## src/rtl/cpu_pkg.sv

```systemverilog
// cpu_pkg: shared CPU widths, loader sync byte and loader state encoding
package cpu_pkg;
  localparam int INS_W = 16;
  localparam int IMEM_ADDR_W = 8;
  localparam logic [7:0] LOADER_SYNC = 8'hA5;
  typedef enum logic [2:0] {IDLE, LEN, HI, LO, WR, CSUM, FINISH} loader_state_e;
endpackage

```

## src/rtl/imem_loader.sv

```systemverilog
// imem_loader: byte-stream loader filling instruction memory while holding the CPU in reset
// LOADER_CHECKSUM_EN adds a trailing checksum byte and a functional sticky err
module imem_loader
  import cpu_pkg::*;
#(
  parameter logic [7:0] SYNC = LOADER_SYNC,
  parameter int ADDR_W = IMEM_ADDR_W
) (
  input  logic              clk,
  input  logic              rst,
  input  logic              in_valid,
  input  logic [7:0]        in_data,
  output logic              in_ready,
  output logic              wr_en,
  output logic [ADDR_W-1:0] wr_addr,
  output logic [INS_W-1:0]  wr_data,
  output logic              cpu_hold,
  output logic              done,
  output logic              err
);
  loader_state_e state;
  logic [8:0] cnt;
  logic [7:0] hi;
  logic take;
  assign take = in_valid && in_ready;
`ifdef LOADER_CHECKSUM_EN
  logic [7:0] acc;
  logic err_q;
  assign err = err_q;
`else
  assign err = 1'b0;
`endif
  // wr_addr doubles as the word index; it is only cleared by LEN, never by the frame end
  always_ff @(posedge clk) begin
    if (rst) begin
      state <= IDLE;
      cnt <= '0;
      hi <= '0;
      in_ready <= 1'b1;
      wr_en <= 1'b0;
      wr_addr <= '0;
      wr_data <= '0;
      cpu_hold <= 1'b1;
      done <= 1'b0;
`ifdef LOADER_CHECKSUM_EN
      acc <= '0;
      err_q <= 1'b0;
`endif
    end else begin
      done <= 1'b0;
      case (state)
        IDLE: if (take && in_data == SYNC) begin
          state <= LEN;
          cpu_hold <= 1'b1;
`ifdef LOADER_CHECKSUM_EN
          err_q <= 1'b0;
`endif
        end
        LEN: if (take) begin
          cnt <= {in_data == 8'h00, in_data};
          wr_addr <= '0;
`ifdef LOADER_CHECKSUM_EN
          acc <= '0;
`endif
          state <= HI;
        end
        HI: if (take) begin
          hi <= in_data;
`ifdef LOADER_CHECKSUM_EN
          acc <= acc + in_data;
`endif
          state <= LO;
        end
        LO: if (take) begin
          wr_data <= {hi, in_data};
`ifdef LOADER_CHECKSUM_EN
          acc <= acc + in_data;
`endif
          wr_en <= 1'b1;
          in_ready <= 1'b0;
          state <= WR;
        end
        WR: begin
          wr_en <= 1'b0;
          wr_addr <= wr_addr + ADDR_W'(1);
          cnt <= cnt - 9'd1;
`ifdef LOADER_CHECKSUM_EN
          in_ready <= 1'b1;
          state <= (cnt == 9'd1) ? CSUM : HI;
`else
          in_ready <= (cnt != 9'd1);
          state <= (cnt == 9'd1) ? FINISH : HI;
`endif
        end
`ifdef LOADER_CHECKSUM_EN
        CSUM: if (take) begin
          done <= (in_data == acc);
          cpu_hold <= (in_data != acc);
          err_q <= (in_data != acc);
          state <= IDLE;
        end
`else
        FINISH: begin
          done <= 1'b1;
          cpu_hold <= 1'b0;
          in_ready <= 1'b1;
          state <= IDLE;
        end
`endif
        default: state <= IDLE;
      endcase
    end
  end
endmodule

```

## config.mk

```make
export PLATFORM = sky130hd
export DESIGN_NAME = imem_loader
export DESIGN_NICKNAME = d
export VERILOG_FILES = /design/src/rtl/cpu_pkg.sv /design/src/rtl/imem_loader.sv
export SDC_FILE = /design/constraint.sdc
export NUM_CORES = 1
export LEC_CHECK = 0
export ABC_AREA = 0
export ABC_CLOCK_PERIOD_IN_PS = 2200
export BUFFER_PORTS_ARGS = -buffer_cell sky130_fd_sc_hd__buf_2
export CORE_ASPECT_RATIO = 0.5
export CORE_MARGIN = 2
export CORE_UTILIZATION = 30
export CTS_CLUSTER_SIZE = 24
export DETAILED_ROUTE_END_ITERATION = 6
export PLACE_DENSITY_LB_ADDON = 0.1
export SETUP_SLACK_MARGIN = 0.4
export SYNTH_ARGS = -nofsm -noshare
export SYNTH_HDL_FRONTEND = slang
export SYNTH_SLANG_ARGS = --single-unit
```

## constraint.sdc

```tcl
create_clock -name clk -period 2.2 [get_ports clk]
set_clock_uncertainty 0.1 [all_clocks]
set_input_delay 0.44 -clock clk [delete_from_list [all_inputs] [get_ports clk]]
set_output_delay 0.44 -clock clk [all_outputs]
set_load 0.02 [all_outputs]
```

# Word-level counts from Yosys, hierarchy flattened
# Index checks and enable logic that the tools add are counted.
# totals
ff_bits	48
in_bits	11
# op_classes
add_sub_neg	2
n_reduce_logical	15
n_eq_ne	12
n_mux	17
# ops
operator	count
$pmux 9 s2	1
$pmux 8 s2	1
$mux 3	5
$pmux 3 s5	1
$reduce_and 2->1	6
$eq 9x1->1 const B	1
$mux 9	1
$ne 9x1->1 const B	1
$sub 9x1->9 const B	1
$add 8x1->8 const B	1
$eq 8x8->1 const B	1
$logic_not 8->1	1
$mux 8	1
$ne 2x2->1 const B	4
$eq 3x2->1 const B	2
$eq 3x3->1 const B	2
$reduce_bool 2->1	3
$mux 1	4
$pmux 1 s2	2
$reduce_and 4->1	1
$eq 3x1->1 const B	1
$logic_not 3->1	1
$pmux 1 s3	1
$reduce_bool 3->1	1
$logic_and 1x1->1	2

# Depth between registers and ports, before layout
# logic_depth
depth_word	4
ltp_mapped	7
depth_no_buf	5

# Worst setup path after synthesis
# Ideal clock, no wire load.
# synth_timing
path_kind	input port to flip-flop
from	input in_data[1]
to	register cnt[8]
cell_stages	3
n_path_buf	0
setup_ns	0.074
path_slack_ns	0.483
t_required_ns	2.026
arrival_time_ns	1.543
cell_sequence	or4_1 > or4_1 > a31oi_1
# synth_between
elab_chain_cells	3
# synth_lines
element	line_no	source
start, declared	imem_loader.sv:12	input logic [7:0] in_data,
$logic_not 8->1	imem_loader.sv:60	cnt <= {in_data == 8'h00, in_data};
$mux 9	imem_loader.sv:59	LEN: if (take) begin
$pmux 9 s2	imem_loader.sv:51	case (state)
end signal, assigned	imem_loader.sv:60	
end signal, assigned	imem_loader.sv:86	cnt <= cnt - 9'd1;
end, declared	imem_loader.sv:22	logic [8:0] cnt;
# No other way between the ends. The select of a mux whose other input is x is not followed.
# A chain may end at the register's enable or synchronous reset.

# Worst setup path after layout
# layout_timing
from	register state[0]
to	register wr_addr[5]
# layout_between
elab_chain_cells	3
elab_cells_between_ends	6
cone_classes	3 x eq/ne; 1 x mux; 2 x reduce/logical
# layout_lines
element	line_no	source
start, declared	imem_loader.sv:21	loader_state_e state;
start signal, assigned	imem_loader.sv:92	state <= (cnt == 9'd1) ? FINISH : HI;
$eq 3x1->1 / $eq 3x3->1 (equally long branches)	imem_loader.sv:51	
$ne 2x2->1 (no line) / $reduce_bool 2->1 (equally long branches)	-	
$reduce_and 2->1 (no line)	-	
end signal, assigned	imem_loader.sv:85	wr_addr <= wr_addr + ADDR_W'(1);
end, declared	imem_loader.sv:15	output logic [ADDR_W-1:0] wr_addr,
# Several ways; a longest one is shown, not always the timed one.

==> results by group <==
Yosys
  – Synth warn: 0
  – Post-synthesis cell type count: 44
  – Synthesized area per cell: roughly 8.5 um^2
  – Post-Syn Instances: approximately 240
  – Syn_nets: about 260
  – Register bit total from synthesis: 48
  – Mapped cell area: roughly 0.0021 mm^2
  – Seq/Total Area, Yosys: 0.466

Floorplan
  – Die Wd: ~120 um
  – IO Count: 40
  – DIE HEIGHT: around 63 um
  – Core area: approximately 0.0067 mm^2
  – Effective utilization at floorplan: 0.309
  – Die Footprint: 0.00760 mm^2
  – Cell Rows: 21

STA
  – Final min period: between 1.5 and 2 ns
  – Final period util: 0.763
  – Peak Freq: just under 600 MHz
  – Fin. max-slew vios: 0
  – Sum Neg Setup Slack: 0 ns
  – Fin Hold WS: 0.328 ns
  – RSZ-0062 raised after global routing: false
  – Setup violators final: 0
  – Rel. slew slack: 0.627
  – Final hold violation count: 0
  – Actual slew at the worst max-slew pin: 0.555 ns

Drt
  – Vias: between 1500 and 2000
  – Drt drc: 0
  – First-pass detailed-route iteration total: 4
  – Wire length per cell: between 10 and 15 um
  – Drt initial violations: 110
  – Detail Route Antenna Nets: 0
  – DRT Wirelength: approximately 5300 um
  – Vias per inst: just under 5

Placed design
  – Port Buffers: 38
  – Post-DP HPWL: around 3700 um
  – RD Place Congestion: 0.790

Clock tree
  – CTS tree: built
  – CTS root buffer: clkbuf_16
  – Clk buf depth: 2
  – CTS Hold Bufs: 0
  – Clk sink count: 48
  – Skew-Pair Late Insertion Delay: about 0.28 ns
  – Clk slew on worst S/H paths: 0.07 ns
  – H-Tree Depth: 2
  – Clock buffer count from CTS: 5

Power
  – Leak: 0.978 nW
  – Worst vdd ir: between 300 and 400 uV
  – Pwr/cell area: between 700 and 800 mW/mm^2

Finish
  – Final #Nets: about 300
  – Commonest non-fill, non-tap cells in the layout: dfxtp_1 (45), nand2_1 (40), buf_2 (38)
  – Diode count: 0
  – Syn-to-layout area delta: 23.7%
  – Share of cells above drive strength 1: 0.230
  – Commonest non-fill, non-tap cell in the layout: dfxtp_1

Worst setup path
  – CP Data Required Time: 2.28 ns
  – Critical path arrival: 1.76 ns
  – CP max FO: 11
  – WS Path Type: flop to flop
  – Crit path launch type: flop
  – Crit end category: flop

Job
  – Max Cap Viol: 0

GRT
  – First-pass GRT wire length: between 8000 and 9000 um
  – Pin count of the biggest net entering global routing: 33
  – All-Layer GR Usage: 0.147
  – Vias in the first global route: between 1500 and 2000
  – GRT Residual Overflow: 0
  – Initial antenna violation count: 0

Min path
  – Hold Path Class: input port to flop

Status
  – Outcome: finished, final reports clean
-- area by class of cell --
| class | instances | area (um^2) |
|---|---|---|
| Fill cell | 713 | 4120 |
| Multi-Input combinational cell | 175 | 1020 |
| Sequential cell | 48 | 965 |
| Timing Repair Buffer | 46 | 250 |
| Clock buffer | 6 | 139 |
| Tap cell | 92 | 115 |
| Clock inverter | 2 | 38.8 |
| Inverter | 6 | 22.5 |
-- critical path, stage by stage, from the launching register on --
cell and delay (ns):
dfxtp_2 0.47, and4b_1 0.30, nand2_1 0.26, and3_1 0.27, o21a_1 0.17
-- per-layer routing --
layer	global-route usage	vias to the layer above	part of all wire
met5	0	-	0
met2	0.211	40	0.41
met3	0.0374	4	0.042
met4	0.0517	0	0.011
li1	-	934	-
met1	0.212	883	0.54
-- through the flow --
step | cell area (um^2) | power (mW) | util | worst slack, ns | std cells
final | 2550 | 1.82 | 0.382 | 0.521 | 375
after detailed placement | 2340 | 0.935 | 0.351 | 0.270 | 365
after CTS | 2530 | 1.84 | 0.380 | 0.415 | 373
after global placement | 2340 | 0.935 | 0.351 | 0.317 | 365
after floorplan | 2060 | 0.911 | - | 0.483 | 243
after global routing | 2550 | 1.88 | 0.382 | 0.413 | 375
-- worst paths after layout --
path,startpoint,endpoint,slack [ns],cells past startpoint
worst min register to register,wr_data[5]$_SDFFE_PP0P_,wr_data[5]$_SDFFE_PP0P_,0.35,2
worst min-delay path,in_data[1],wr_data[1]$_SDFFE_PP0P_,0.33,3
worst max-delay path,state[0]$_SDFFE_PP0P_,wr_addr[5]$_SDFFE_PP0P_,0.52,4
worst max register to register,state[0]$_SDFFE_PP0P_,wr_addr[5]$_SDFFE_PP0P_,0.52,4
-- power by group --
part           internal [mW]  switching [mW]  total [mW]  leakage (nW)
combinational         0.0115          0.0339      0.0454         0.503
sequential             0.869        0.000802       0.870         0.388
clock                  0.569           0.331       0.900        0.0871
-- state kept, by name, indices dropped and copies added (netlist names) --
register	flops
wr_en	1
in_ready	1
state	3
done	1
wr_addr	8
wr_data	16
cpu_hold	1
cnt	9
hi	8
-- cells in the mapped netlist (all sizes together) --
cell type | instances | area, um^2
dfxtp | 48 | 961
nand2 | 40 | 150
a21oi | 29 | 145
nor2 | 27 | 104
buf | 9 | 52.6
nand3 | 9 | 45.0
mux2i | 8 | 80.1
o21ai | 7 | 35.0
inv | 6 | 22.5
clkbuf | 5 | 18.8
or4 | 5 | 41.3
a2bb2oi | 4 | 35.0
a31oi | 4 | 25.0
nand4 | 4 | 25.0
a221oi | 3 | 26.3
ha | 3 | 37.5
nor3 | 3 | 15.0
nor4 | 3 | 33.8
and3 | 2 | 12.5
nand2b | 2 | 12.5
nand3b | 2 | 15.0
nand4b | 2 | 17.5
a211oi | 1 | 7.51
a21o | 1 | 7.51
a32oi | 1 | 8.76
and4 | 1 | 8.76
and4b | 1 | 10.0
conb | 1 | 3.75
mux2 | 1 | 11.3
nor3b | 1 | 12.5
o2111ai | 1 | 8.76
o211ai | 1 | 7.51
o21a | 1 | 7.51
o22a | 1 | 8.76
o311ai | 1 | 8.76
o41ai | 1 | 8.76
or2 | 1 | 6.26
or3b | 1 | 8.76
xnor2 | 1 | 8.76
xor2 | 1 | 8.76
-- logic make-up (layout without fill, tap and decap cells) --
logic type,Yosys count,in the layout,share of synthesized area
xor gates and xnor gates,2,2,0.00849
other,1,1,0.00182
buffers and inverters,20,60,0.0455
adders and majority gates,3,3,0.0182
and+or+nand+nor,104,104,0.251
AOI/OAI and AO/OA,56,56,0.165
DFF,48,48,0.466
muxes,9,9,0.0443
-- timing repair --
| item | in CTS | in global routing |
|---|---|---|
| hold endpoints to repair | 0 | 0 |
| resized for setup | 4 | 2 |
| setup endpoints to repair | 6 | 9 |
| pin swaps | 0 | 3 |
| buffers inserted | 0 | 2 |
Power figures use the tool's default switching activity.
